`config.mk`:
```
export PLATFORM = sky130hd
export DESIGN_NAME = fetch_pc_unit
export DESIGN_NICKNAME = d
export VERILOG_FILES = /design/src/rtl/fetch_pc_unit.sv
export SDC_FILE = /design/constraint.sdc
export NUM_CORES = 1
export LEC_CHECK = 0
export CORE_ASPECT_RATIO = 2
export CORE_UTILIZATION = 52
export CTS_BUF_LIST = sky130_fd_sc_hd__clkbuf_8 sky130_fd_sc_hd__clkbuf_16
export CTS_CLUSTER_DIAMETER = 50
export DETAILED_ROUTE_END_ITERATION = 10
export PLACE_DENSITY = 0.85
export SLEW_MARGIN = 25
export SYNTH_ARGS = -nofsm -noshare
export SYNTH_HDL_FRONTEND = slang
export SYNTH_SLANG_ARGS = --single-unit
```
`constraint.sdc`:
```
create_clock -name clk -period 5.9 [get_ports clk]
set_input_delay 0.885 -clock clk [delete_from_list [all_inputs] [get_ports clk]]
set_output_delay 0.885 -clock clk [all_outputs]
set_load 0.02 [all_outputs]
```
`src/rtl/fetch_pc_unit.sv`:
```
// rtl/fetch_pc_unit.sv - program counter and fetch sequencing with branch squash bubble
// Chooses sequential, branch, stall-hold or halt for the next fetch address each cycle.
module fetch_pc_unit #(
    parameter int              PC_W       = 16,
    parameter logic [PC_W-1:0] START_ADDR = '0,
    parameter logic [PC_W-1:0] MAX_ADDR   = 16'hFFFF
) (
    input  logic            clk,
    input  logic            reset,
    input  logic            start,
    input  logic            stall,
    input  logic            branch_en,
    input  logic [PC_W-1:0] target,
    input  logic            halt_req,
    output logic [PC_W-1:0] pc,
    output logic            pc_valid,
    output logic            halted,
    output logic            done,
    output logic [15:0]     fetch_count
);

    typedef enum logic [1:0] {
        S_IDLE  = 2'd0,
        S_RUN   = 2'd1,
        S_FLUSH = 2'd2,
        S_HALT  = 2'd3
    } state_t;

    state_t          state_q, state_d;
    logic [PC_W-1:0] pc_q, pc_d;
    logic [15:0]     count_q, count_d;
    logic [15:0]     count_inc;
    logic            done_q, done_d;

    assign count_inc = (count_q == 16'hFFFF) ? count_q : count_q + 16'd1;

    always_comb begin
        state_d = state_q;
        pc_d    = pc_q;
        count_d = count_q;
        done_d  = 1'b0;
        unique case (state_q)
            S_IDLE: begin
                if (start) begin
                    state_d = S_RUN;
                    pc_d    = START_ADDR;
                    count_d = '0;
                end
            end
            S_RUN: begin
                // Stall outranks branch: upstream keeps branch_en/target until release.
                if (halt_req) begin
                    state_d = S_HALT;
                    done_d  = 1'b1;
                end else if (stall) begin
                    state_d = S_RUN;
                end else if (branch_en) begin
                    state_d = S_FLUSH;
                    pc_d    = target;
                    count_d = count_inc;
                end else if (pc_q == MAX_ADDR) begin
                    state_d = S_HALT;
                    done_d  = 1'b1;
                    count_d = count_inc;
                end else begin
                    pc_d    = pc_q + 1'b1;
                    count_d = count_inc;
                end
            end
            S_FLUSH: begin
                state_d = S_RUN;
            end
            S_HALT: begin
                if (start) begin
                    state_d = S_RUN;
                    pc_d    = START_ADDR;
                    count_d = '0;
                end
            end
            default: state_d = S_IDLE;
        endcase
    end

    always_ff @(posedge clk) begin
        if (reset) begin
            state_q <= S_IDLE;
            pc_q    <= START_ADDR;
            count_q <= '0;
            done_q  <= 1'b0;
        end else begin
            state_q <= state_d;
            pc_q    <= pc_d;
            count_q <= count_d;
            done_q  <= done_d;
        end
    end

    assign pc          = pc_q;
    assign pc_valid    = (state_q == S_RUN);
    assign halted      = (state_q == S_HALT);
    assign done        = done_q;
    assign fetch_count = count_q;

endmodule
```
; Word level (Yosys, flattened, before mapping)
; Cells that the tools add are included.
; Widths: inputs -> output; s select.
[totals]
output_inout_bits = 35
inputBits = 22
register_bits = 35
[classes]
muxes = 20
addsub = 2
bitwise = 1
reduce_logical = 7
n_eq_ne = 11
[op_table]
columns = op, count
row1 = $mux 16, 8
row2 = $pmux 16 s2, 2
row3 = $add 16x1->16 const B, 2
row4 = $eq 16x16->1 const B, 2
row5 = $mux 2, 5
row6 = $reduce_and 5->1, 2
row7 = $ne 2x2->1 const B, 3
row8 = $pmux 2 s3, 1
row9 = $ne 5x4->1 const B, 1
row10 = $eq 2x2->1 const B, 2
row11 = $mux 1, 4
row12 = $reduce_or 2->1, 2
row13 = $ne 3x3->1 const B, 1
row14 = $eq 2x1->1 const B, 1
row15 = $logic_not 2->1, 1
row16 = $ne 2x1->1 const B, 1
row17 = $reduce_and 2->1, 1
row18 = $reduce_bool 2->1, 1
row19 = $not 1->1, 1

; Depth between registers and ports, before layout
[depth]
depth_word = 6
mapped_depth = 9
depth_no_buf = 7

; Least setup slack after synthesis
; OpenSTA, ideal clock, no wires.
[synth_path]
path_type = in2reg
startpoint = in stall
endpoint = reg pc_q[13], in the netlist pc[13]
setup_slack_ps = 3620
path_buffers = 1
required_time_ps = 5830
cell_stages = 5
t_arrival_ps = 2210
path_cell_list = or4b_4 or3_1 buf_2 o32ai_2 o2bb2ai_1
[synth_via]
elab_chain_len = 2
[synth_lines]
columns = item, line_no
row1 = "start, declared", 11  ; input logic stall,
row2 = $ne 2x2->1 (no source line), n/a
row3 = $reduce_and 5->1 (no source line), n/a
row4 = "end signal, assigned", 92  ; pc_q <= pc_d;
row5 = "end, declared", 30  ; logic [PC_W-1:0] pc_q, pc_d;
; Every way passes these cells.
; A chain may end at the register's enable or synchronous reset.

; Final worst setup path
[layout_path]
startpoint = reg state_q[1]
endpoint = reg count_q[7], in the netlist fetch_count[7]
[layout_via]
elab_chain_len = 4
elab_cells_between_ends = 11
classes_between = 6 x eq/ne / 1 x mux / 4 x reduce/logical
[layout_lines]
columns = item, line_no
row1 = "start, declared", 29  ; state_t state_q, state_d;
row2 = "start signal, assigned", 91  ; state_q <= state_d;
row3 = $eq 2x2->1 / $logic_not 2->1 (equally long branches), 42  ; unique case (state_q)
row4 = $reduce_or 2->1 (no source line), n/a
row5 = $ne 2x1->1 (no source line) / $reduce_bool 2->1 (equally long branches), n/a
row6 = $reduce_and 5->1 (no source line), n/a
row7 = "end signal, assigned", 93  ; count_q <= count_d;
row8 = "end, declared", 31  ; logic [15:0] count_q, count_d;
; Parallel ways exist; a longest one is shown, timed or not.

==> flow_summary.toml <==
[critical_path]
worstReg2RegEnd = "fetch_count[7]"
slowest_stage = "or4b_4"
cp-startpoint = "state_q[1]"
cp_top_family = "compound AO/OA/AOI/OAI gates"
worstSetupPathType = "register to register"
cp.required_ns = 6.10
path_buf_inv = 1
regToRegStartpoint = "state_q[1]"
cp-start-kind = "register"
endpoint = "fetch_count[7]"
worstSetupEndpointType = "register"
r2r_cells = 6
ff2ff_setup_slack_ns = 3.02
cp_max_fo = 26
crit_cells = 6
path_cells = "inv_1 > ha_1 > or4b_4 > a21oi_1 > a31oi_1 > a311oi_1"
cp.arrival_ns = 3.08
cpPeakStageDelay_ns = 0.69

[power]
peakVddDrop_mv = 0.199
leakagePower_nw = 0.983
power_per_cell_area_nw_per_um2 = 210

[global_routing]
grt_max_degree = 45
grt_pass1_vias = 2126
grt_use_total = 0.281
antenna_found_initial = 0
overflow = 0
grt_pass1_wl_um = 9210

[floorplan]
die_h_um = 92.8
rows = 32
io-pin-count = 57
die_x_um = 47.4
dieArea_um2 = 4400
start_util = 0.552
core_um2 = 3880

[cts]
cts_resized = 0
hold_buffers = 0
cts-root-buf = "clkbuf_8"
path_clk_slew_ns = 0.07
cts_buffers = 5
postCtsSetupBuffers = 0
cts_tree = "built"
htree_levels = 2
ctsLongestPathBuffers = 2
cts_sinks = 35
clk_latency_ns = 0.29

[logic_synthesis]
syn_area_um2 = 2140
netlist.area_leader.share = 0.327
ys_ff_latch = 35
synth-edff-count = 0
yosysMostFrequentCell = "dfxtp_1"
yosysWarnings = 0
synth-main-ff-cell = "dfxtp_1"
synthesis.nets = 296
synthTopCellsByCount = "dfxtp_1 (35), nor2_1 (28), a21oi_1 (25)"
synthCells = 270
yosys.area.top_type = "dfxtp_1"
async_flop_share = 0
yosysUniqueCellTypes = 55
synth.avg_cell_area_um2 = 7.93
seq_area_frac_synth = 0.327
yosys-top-cells-area = "dfxtp_1 (33%), a21oi_1 (5.8%), nor2_1 (4.9%), o2bb2ai_1 (4.9%), o21ai_0 (3.5%)"

[drt]
drt-total-wl_um = 5750
vias = 2276
wire_per_inst_um = 15.6
ant_nets = 0
drc = 0
routed_via_density = 6.15
drt_iter0_markers = 69
drt_pass1_iterations = 4

[place]
gp_congestion = 0.929
dp_hpwl_um = 4080
portBuffers = 56
place_ws_ns = 2.86

[timing]
fin_ws_ns = 3.02
setup_viol = 0
fin_skew_ns = 0.00720
worst_pin_slew_ns = 0.893
hold_viol_final = 0
rsz0062_at_grt = "false"
fin_crit_ns = 2.88
final-max-slew-violation-count = 0
clock.fmax_ghz = 0.347
setup_tns_ns = 0
timing.slew.headroom = 0.400
fin_crit_sh = 0.488

[final_layout]
area_growth_pct = 31.1
nNetsFinal = 344
final_layout_size_suffix_gt1_frac = 0.0690
antenna_cells = 0
num-fill-cells = 343

[worst_hold_path]
hp-class = "register to register"

[run_status]
status = "finished, final reports clean"

[job]
cap_violations = 0
==> cells in the final DEF (no fill, tap or decap), types with 2 or more instances in the layout <==
| master | count |
|---|---|
| o2bb2ai_1 | 12 |
| a32oi_1 | 2 |
| o22ai_1 | 5 |
| nand3_1 | 8 |
| a22oi_1 | 2 |
| a21o_1 | 4 |
| ha_1 | 4 |
| nor4b_1 | 2 |
| clkdlybuf4s50_1 | 56 |
| a41oi_1 | 2 |
| nand2b_1 | 5 |
| inv_1 | 8 |
| a31o_2 | 3 |
| nor3b_1 | 3 |
| nor4_1 | 3 |
| clkbuf_8 | 7 |
| and3_1 | 4 |
| mux2i_1 | 5 |
| nor2_1 | 28 |
| nand4b_1 | 2 |
| buf_4 | 3 |
| nand4_1 | 8 |
| o21ai_0 | 15 |
| or3_1 | 4 |
| a21oi_1 | 25 |
| o21a_1 | 2 |
| nor2b_1 | 4 |
| a311oi_1 | 2 |
| a31oi_1 | 2 |
| nand2_1 | 19 |
| nor3_1 | 12 |
| dfxtp_1 | 35 |
==> stage by stage <==
stage | hold slack [ns] | util | area (um2) | std cells | power (mW)
global placement | 0.493 | 0.697 | 2710 | 362 | 0.397
global route | 0.535 | 0.723 | 2810 | 370 | 0.616
CTS | 0.518 | 0.723 | 2810 | 370 | 0.589
floorplan | 0.469 | - | 2140 | 270 | 0.354
detailed placement | 0.508 | 0.697 | 2710 | 362 | 0.400
finish | 0.515 | 0.723 | 2810 | 370 | 0.589
==> power by group <==
part / switching (mW) / internal [mW] / leakage, nW
Sequential: 0.0117 / 0.243 / 0.283
Combinational: 0.0782 / 0.0625 / 0.644
Clock: 0.0877 / 0.105 / 0.0557
Total: 0.178 / 0.411 / 0.983
==> registers in the layout, summed over array words and instances (netlist names) <==
name and cells:
fetch_count 16, pc 16, state_q 2, done 1
==> per-layer routing <==
metal	vias up	GRT usage	part of all wire
met1	1095	0.288	0.38
met3	11	0.0448	0.038
li1	1112	-	-
met2	58	0.506	0.56
met4	0	0.129	0.022
met5	-	0	0
==> cells by family (layout without fill, tap and decap cells) <==
logic type	count (synthesis)	after routing	synth area share
buffers and inverters	25	74	0.0497
flip-flops	35	35	0.327
AO/OA/AOI/OAI	87	87	0.278
XOR/XNOR	2	2	0.00818
multiplexers	5	5	0.0234
adder cells (fa/ha/maj)	4	4	0.0234
AND/OR/NAND/NOR	112	112	0.290
==> how the worst min path moves through the flow <==
| stage | cells after the start | to | slack (ns) | startpoint |
|---|---|---|---|---|
| final | 2 | state_q[1] | 0.51 | state_q[1] |
| after CTS | 2 | state_q[1] | 0.52 | state_q[1] |
| after global placement | 2 | state_q[1] | 0.49 | state_q[1] |
| after global routing | 2 | state_q[1] | 0.54 | state_q[1] |
| after detailed placement | 2 | state_q[1] | 0.51 | state_q[1] |
| after floorplan | 2 | state_q[1] | 0.47 | state_q[1] |
==> final cells by class <==
| cell class | count | area, um2 | share of cell area |
|---|---|---|---|
| clock buffer | 7 | 96.3 | 0.0343 |
| clock inverter | 1 | 3.75 | 0.00134 |
| inverter | 7 | 26.3 | 0.00935 |
| multi-input combinational | 210 | 1340 | 0.475 |
| sequential | 35 | 701 | 0.249 |
| tap | 51 | 63.8 | 0.0227 |
| timing repair buffer | 59 | 583 | 0.208 |
==> worst min-delay path, stage by stage, from the launching register on <==
cell      delay (ns)
dfxtp_1         0.33
nand2b_1        0.07
mux2i_1         0.07
Note: power is estimated with default switching activity, not from simulation.
